**src/rtl/awb_stats.sv**
```systemverilog
// rtl/awb_stats.sv - per-frame R/G/B mean statistics for auto white balance
module awb_stats #(
  parameter int LOG2_PIX = 16
) (
  input  logic       clk,
  input  logic       rst,
  input  logic       pixel_valid_i,
  input  logic       sof_i,
  input  logic       eof_i,
  input  logic [7:0] r_i,
  input  logic [7:0] g_i,
  input  logic [7:0] b_i,
  output logic [7:0] r_mean_o,
  output logic [7:0] g_mean_o,
  output logic [7:0] b_mean_o,
  output logic       valid_o,
  output logic       frame_err_o,
  output logic       busy_o
);

  localparam int SW = 8 + LOG2_PIX;
  localparam int CW = LOG2_PIX + 1;

  // Count value held after the next-to-last pixel of a legal frame.
  localparam logic [CW-1:0] LAST_CNT = {1'b0, {LOG2_PIX{1'b1}}};

  typedef enum logic {
    IDLE  = 1'b0,
    ACCUM = 1'b1
  } state_t;

  state_t        state_q, state_d;
  logic [SW-1:0] sum_r_q, sum_r_d;
  logic [SW-1:0] sum_g_q, sum_g_d;
  logic [SW-1:0] sum_b_q, sum_b_d;
  logic [CW-1:0] count_q, count_d;
  logic [7:0]    r_mean_q, r_mean_d;
  logic [7:0]    g_mean_q, g_mean_d;
  logic [7:0]    b_mean_q, b_mean_d;
  logic          valid_q, valid_d;
  logic          frame_err_q, frame_err_d;

  logic [SW-1:0] pix_r, pix_g, pix_b;
  logic [SW-1:0] sum_r_nxt, sum_g_nxt, sum_b_nxt;

  // Zero-extended pixel and the running sums including the current pixel.
  always_comb begin
    pix_r     = {{LOG2_PIX{1'b0}}, r_i};
    pix_g     = {{LOG2_PIX{1'b0}}, g_i};
    pix_b     = {{LOG2_PIX{1'b0}}, b_i};
    sum_r_nxt = sum_r_q + pix_r;
    sum_g_nxt = sum_g_q + pix_g;
    sum_b_nxt = sum_b_q + pix_b;
  end

  // Frame FSM: start/accumulate/close frames, flag malformed ones.
  always_comb begin
    state_d     = state_q;
    sum_r_d     = sum_r_q;
    sum_g_d     = sum_g_q;
    sum_b_d     = sum_b_q;
    count_d     = count_q;
    r_mean_d    = r_mean_q;
    g_mean_d    = g_mean_q;
    b_mean_d    = b_mean_q;
    valid_d     = 1'b0;
    frame_err_d = 1'b0;

    if (pixel_valid_i) begin
      if (sof_i && eof_i) begin
        // A one-pixel frame is never legal.
        frame_err_d = 1'b1;
        state_d     = IDLE;
      end else if (sof_i) begin
        // New frame; an unfinished frame in progress is aborted.
        frame_err_d = (state_q == ACCUM);
        sum_r_d     = pix_r;
        sum_g_d     = pix_g;
        sum_b_d     = pix_b;
        count_d     = {{(CW-1){1'b0}}, 1'b1};
        state_d     = ACCUM;
      end else if (state_q == ACCUM) begin
        if (eof_i) begin
          if (count_q == LAST_CNT) begin
            // Division by the power-of-two pixel count is a truncating shift.
            r_mean_d = sum_r_nxt[SW-1:LOG2_PIX];
            g_mean_d = sum_g_nxt[SW-1:LOG2_PIX];
            b_mean_d = sum_b_nxt[SW-1:LOG2_PIX];
            valid_d  = 1'b1;
          end else begin
            frame_err_d = 1'b1;
          end
          state_d = IDLE;
        end else if (count_q == LAST_CNT) begin
          // Frame would exceed its pixel budget without an eof.
          frame_err_d = 1'b1;
          state_d     = IDLE;
        end else begin
          sum_r_d = sum_r_nxt;
          sum_g_d = sum_g_nxt;
          sum_b_d = sum_b_nxt;
          count_d = count_q + {{(CW-1){1'b0}}, 1'b1};
        end
      end
    end
  end

  // State, accumulators and registered outputs.
  always_ff @(posedge clk) begin
    if (rst) begin
      state_q     <= IDLE;
      sum_r_q     <= '0;
      sum_g_q     <= '0;
      sum_b_q     <= '0;
      count_q     <= '0;
      r_mean_q    <= '0;
      g_mean_q    <= '0;
      b_mean_q    <= '0;
      valid_q     <= 1'b0;
      frame_err_q <= 1'b0;
    end else begin
      state_q     <= state_d;
      sum_r_q     <= sum_r_d;
      sum_g_q     <= sum_g_d;
      sum_b_q     <= sum_b_d;
      count_q     <= count_d;
      r_mean_q    <= r_mean_d;
      g_mean_q    <= g_mean_d;
      b_mean_q    <= b_mean_d;
      valid_q     <= valid_d;
      frame_err_q <= frame_err_d;
    end
  end

  assign r_mean_o    = r_mean_q;
  assign g_mean_o    = g_mean_q;
  assign b_mean_o    = b_mean_q;
  assign valid_o     = valid_q;
  assign frame_err_o = frame_err_q;
  assign busy_o      = (state_q == ACCUM);

endmodule

```
**config.mk**
```make
export PLATFORM = sky130hd
export DESIGN_NAME = awb_stats
export DESIGN_NICKNAME = d
export VERILOG_FILES = /design/src/rtl/awb_stats.sv
export SDC_FILE = /design/constraint.sdc
export NUM_CORES = 1
export LEC_CHECK = 0
export CAP_MARGIN = 20
export CORE_MARGIN = 5
export CORE_UTILIZATION = 59
export CTS_BUF_LIST = sky130_fd_sc_hd__clkbuf_16
export DETAILED_ROUTE_END_ITERATION = 12
export PLACE_DENSITY = 0.81
export SYNTH_ARGS = -nofsm -noshare
export SYNTH_HDL_FRONTEND = slang
export SYNTH_SLANG_ARGS = --single-unit
export TNS_END_PERCENT = 20
```
**constraint.sdc**
```tcl
create_clock -name clk -period 3.4 [get_ports clk]
set_input_delay 0.34 -clock clk [delete_from_list [all_inputs] [get_ports clk]]
set_output_delay 0.34 -clock clk [all_outputs]
set_load 0.02 [all_outputs]
```
# Word-level counts from Yosys, hierarchy flattened
# Cells that the tools add are included.
# W data, S select, Z words.
dict set report word_totals {
  regBits 116
  latch_bits 0
  ramBits 0
  romBits 0
  inputBits 29
  output_inout_bits 27
  word_cells 54
  memories 0
}
dict set report op_classes {
  add_sub_neg 4
  mul 0
  div 0
  n_lt_le_gt_ge 0
  eq_ne 3
  shifts 0
  n_mux 26
  bitwise 5
  n_reduce_logical 6
}
# cell n
set op_table {}
lappend op_table {{$mux W24} 12}
lappend op_table {{$add A24 B8 Y24} 3}
lappend op_table {{$mux W17} 4}
lappend op_table {{$add A17 B1 Y17 const B} 1}
lappend op_table {{$eq A17 B16 Y1 const B} 1}
lappend op_table {{$mux W1} 10}
lappend op_table {{$reduce_and A6 Y1} 1}
lappend op_table {{$reduce_or A6 Y1} 1}
lappend op_table {{$not A1 Y1} 5}
lappend op_table {{$reduce_and A5 Y1} 1}
lappend op_table {{$ne A2 B2 Y1 const B} 2}
lappend op_table {{$reduce_bool A2 Y1} 1}
lappend op_table {{$reduce_or A2 Y1} 1}
lappend op_table {{$logic_and A1 B1 Y1} 1}

# Logic depth before layout (Yosys ltp)
# Gate-level depths: netlist of run 1.
dict set report logic_depth {
  word_depth 6
  ltp_mapped 12
  mapped_depth_nobuf 10
}

# Least setup slack after synthesis of run 1
# No wires, ideal clock.
dict set report synth_timing {
  path_kind {register -> register}
  startpoint {register count_q[5]}
  endpoint {register count_q[16]}
  setup_ns 0.128
  arrival_ns 2.269
  required_time_ns 3.272
  slack_ns 1.004
  path_stages_with_launch 12
  n_path_buf 2
  synth_period_minus_slack_ns 2.396
  path_cell_list {dfxtp_1 and4_1 nand3_1 nor4_1 ha_1 nor2b_1 o21ai_1 clkbuf_1 buf_2 nor3_1 a21oi_1 nor2_1}
}
dict set report synth_via {
  elab_chain_cells 5
  elab_cells_between_ends 8
  classes_between {add/sub: 1; eq/ne: 2; mux: 4; reduce/logical: 1}
}
# item line
set synth_lines {}
lappend synth_lines {{from (decl)} 36} ;# logic [CW-1:0] count_q, count_d;
lappend synth_lines {{from (signal assigned)} 126} ;# count_q <= count_d;
lappend synth_lines {{$add A17 B1 Y17} 102} ;# count_d = count_q + {{(CW-1){1'b0}}, 1'b1};
lappend synth_lines {{$mux W17} 94} ;# end else if (count_q == LAST_CNT) begin
lappend synth_lines {{$mux W17} 83} ;# if (eof_i) begin
lappend synth_lines {{$mux W17} 82} ;# end else if (state_q == ACCUM) begin
lappend synth_lines {{$mux W17} 74} ;# end else if (sof_i) begin
# Parallel ways exist; a longest one is shown, timed or not. The select of a mux whose other input is x is not followed.
# A chain may end at the register's enable or synchronous reset.

# Final worst setup path of run 1
dict set report layout_timing {
  startpoint {register count_q[7]}
  endpoint {register count_q[15]}
}
# The elaborated chain is that of the path after synthesis.

==> flow_summary.yaml, run 1 <==
sta:
  worst_pin_slew_ns: 0.752
  max_freq_mhz: 331
  maxSlewViolCount: 0
  fin_crit_sh_pct: 89.0
  finalClockSkew_ns: 0.00667
  finalSetupViolations: 0
  finalHoldViolations: 0
  fin_tns_setup_ns: 0
  fin_crit_ns: 3.03
  maxSlewHeadroom_pct: 49.7
  rsz0062_at_grt: "no"
synthesis:
  synthArstFlopShare_pct: 0
  synth.most_common_cell: "dfxtp_1"
  synth.area.top_cells: "dfxtp_1, nor2_1, ha_1, xor2_1, o21ai_0"
  syn_inst: 782
  synth_top_area_share_pct: 35.4
  syn_area_per_cell_um2: 8.40
  synthTopCellsByCount: "dfxtp_1, nor2_1, o21ai_0, a21oi_1, nand2_1"
  ys_ff_latch: 116
  ys_seq_area_share_pct: 35.4
  ys.flop_type: "dfxtp_1"
  syn-num-nets: 841
  synth_area_um2: 6570
  synth_edf_count: 0
  yosysUniqueCellTypes: 72
  yosysWarnings: 0
  yosysTopAreaCell: "dfxtp_1"
run:
  drv_cap: 0
route:
  drc_errors: 0
  drt_wl_total_um: 16500
  vias_per_cell: 6.23
  num_vias: 6118
  wire_per_inst_um: 16.8
  drt_first_pass_iters: 5
  final_antenna_net_count: 0
  drtIter0Drc: 342
power_and_ir_drop:
  vdd_drop_max_v: 0.000453
  p_int_w: 0.00271
  p_sw_w: 0.000820
  total_power_w: 0.00353
  p_per_area_nw_per_um2: 453
  switching_share_pct: 23.2
  pwr-share-seq_pct: 39.3
  p_comb_share_pct: 9.2
  power.leakage_nw: 2.85
  pwr-share-clk_pct: 51.5
critical_path:
  timing.rr.start: "count_q[7]"
  cp_max_fo: 55
  cp_cell_sequence: "and4_1, nand3_1, nor4_1, ha_1, nor2b_1, o21a_1, buf_4, nand3_1, or2_1, or3_1, a21oi_1"
  crit_end: "count_q[15]"
  critPathRequiredTime_ns: 3.75
  worstSetupEndpointType: "register"
  crit_type: "register to register"
  cpMaxStageDelayCell: "buf_4"
  timing.reg2reg.setup_slack_ns: 0.37
  reg2reg_to: "count_q[15]"
  critPathLaunchType: "register"
  crit_top_cell: "nand3_1"
  crit_start: "count_q[7]"
  worstPathArrival_ns: 3.38
  reg2regPathDepth: 11
  cpPeakStageDelay_ns: 0.50
floorplanning:
  start_util_pct: 60.3
  fp-row-count: 38
  die_y_um: 115
  coreArea_um2: 10900
  die_w_um: 115
  fp.dieArea_um2: 13300
  pin_count: 56
clock_network:
  cts_made_buffers: 17
  cts.htree.levels: 4
  cts-root-buf: "clkbuf_16"
  insertion_delay_ns: 0.42
  cts_hold_buffers: 0
  ctsLongestPathBuffers: 2
  ctsResizeCount: 0
  cts_setup_buffers: 0
  cts_sinks: 116
  clkSlewWorstSetupHoldPaths_ns: 0.05
  cts_tree: "done"
grt:
  grt_pass1_vias: 5874
  grt_pass1_wl_um: 27300
  gr-total-overflow: 0
  antenna_found_initial: 0
  grt_max_degree: 56
  track_usage_pct: 25.5
placement:
  placed_cell_area_um2: 7200
  port_buffers: 55
  hpwl_um: 11600
  placedCellCount: 950
  gp_congestion: 0.911
final_layout:
  diodes: 0
  final_area_um2: 7790
  fin_cells: 982
  layout.nets: 888
  layout-drive-gt1-share_pct: 8.31
  area_growth_pct: 18.7
worst_hold_path:
  hold_class: "input pin to register"
run_status:
  status: "finished, final reports clean"
==> how the worst min path moves through the flow <==
stage	from	end	slack, ns	cells past startpoint
after global routing	rst	busy_o	0.36	2
after detailed placement	sum_b_q[2]	sum_b_q[2]	0.45	2
final	rst	busy_o	0.34	2
after floorplan	sum_b_q[2]	sum_b_q[2]	0.44	2
after global placement	sum_b_q[2]	sum_b_q[2]	0.44	2
after CTS	rst	busy_o	0.34	2
==> critical path: cells and delay by family (launching register included) <==
kind / cells / cell delay, ns
simple gates: 7 / 1.58
buf+inv: 1 / 0.50
flops: 1 / 0.34
compound gates: 2 / 0.30
fa+ha+maj: 1 / 0.22
==> layer usage <==
| layer | GRT usage [%] | routed length (µm) | up-vias | share of wire (%) |
|---|---|---|---|---|
| li1 | - | - | 2943 | - |
| met5 | 0 | 0 | - | 0 |
| met4 | 11.7 | 523 | 0 | 3.2 |
| met3 | 5.38 | 972 | 43 | 5.9 |
| met2 | 45.3 | 8270 | 221 | 50 |
| met1 | 29.3 | 6700 | 2911 | 41 |
==> state kept, by name, summed over array words and instances (netlist names) <==
| signal | count |
|---|---|
| sum_g_q | 24 |
| frame_err_o | 1 |
| sum_b_q | 24 |
| busy_o | 1 |
| count_q | 17 |
| sum_r_q | 24 |
| b_mean_o | 8 |
| valid_o | 1 |
| r_mean_o | 8 |
| g_mean_o | 8 |
==> area by class of cell <==
type | instances | area, µm²
multi-input cells | 609 | 4000
well taps | 140 | 175
clock buffers | 17 | 425
flip-flops and latches | 116 | 2320
repair buffers | 68 | 638
fillers | 828 | 3090
clock inverters | 15 | 170
inverters | 17 | 63.8
==> logic make-up (layout without fill, tap and decap cells) <==
logic type / count (synthesis) / count (layout) / synth area share, %
AND/OR/NAND/NOR: 289 / 289 / 22.7
AO/OA/AOI/OAI: 215 / 215 / 21.8
flip-flops: 116 / 116 / 35.4
XOR/XNOR: 65 / 65 / 8.67
buffers and inverters: 57 / 117 / 3.85
adder cells (fa/ha/maj): 30 / 30 / 6.06
multiplexers: 10 / 10 / 1.60
==> metrics by stage <==
| stage | setup slack [ns] | hold slack, ns | util [%] |
|---|---|---|---|
| floorplan | 1.00 | 0.436 | - |
| global placement | 0.486 | 0.445 | 66.1 |
| detailed placement | 0.345 | 0.452 | 66.1 |
| CTS | 0.410 | 0.337 | 71.6 |
| global route | 0.149 | 0.364 | 71.6 |
| finish | 0.374 | 0.344 | 71.6 |
==> power groups by stage <==
stage | registers, W | logic (W) | clock network [W]
floorplan | 0.00141 | 0.000218 | 0
global placement | 0.00142 | 0.000304 | 0
detailed placement | 0.00142 | 0.000317 | 0
CTS | 0.00139 | 0.000320 | 0.00183
global route | 0.00139 | 0.000354 | 0.00190
finish | 0.00139 | 0.000324 | 0.00182
==> cells in the final DEF, fill, tap and decap left out, drive strengths merged, types with 22 or more instances in the layout <==
cell type / n
a211oi: 34
a21oi: 51
clkdlybuf4s50: 53
dfxtp: 116
ha: 27
nand2: 52
nand4: 22
nor2: 98
nor3: 23
o21ai: 59
xnor2: 28
xor2: 37
(Power assumes the default switching activity.)
==> run 2: changes to the inputs <==
--- a/config.mk
+++ b/config.mk
@@ -11,6 +11,7 @@
 export CTS_BUF_LIST = sky130_fd_sc_hd__clkbuf_16
 export DETAILED_ROUTE_END_ITERATION = 12
 export PLACE_DENSITY = 0.81
+export SLEW_MARGIN = 5
 export SYNTH_ARGS = -nofsm -noshare
 export SYNTH_HDL_FRONTEND = slang
 export SYNTH_SLANG_ARGS = --single-unit
==> results of run 2 <==
No change in the layout: final DEF, timing and power equal those of run 1.
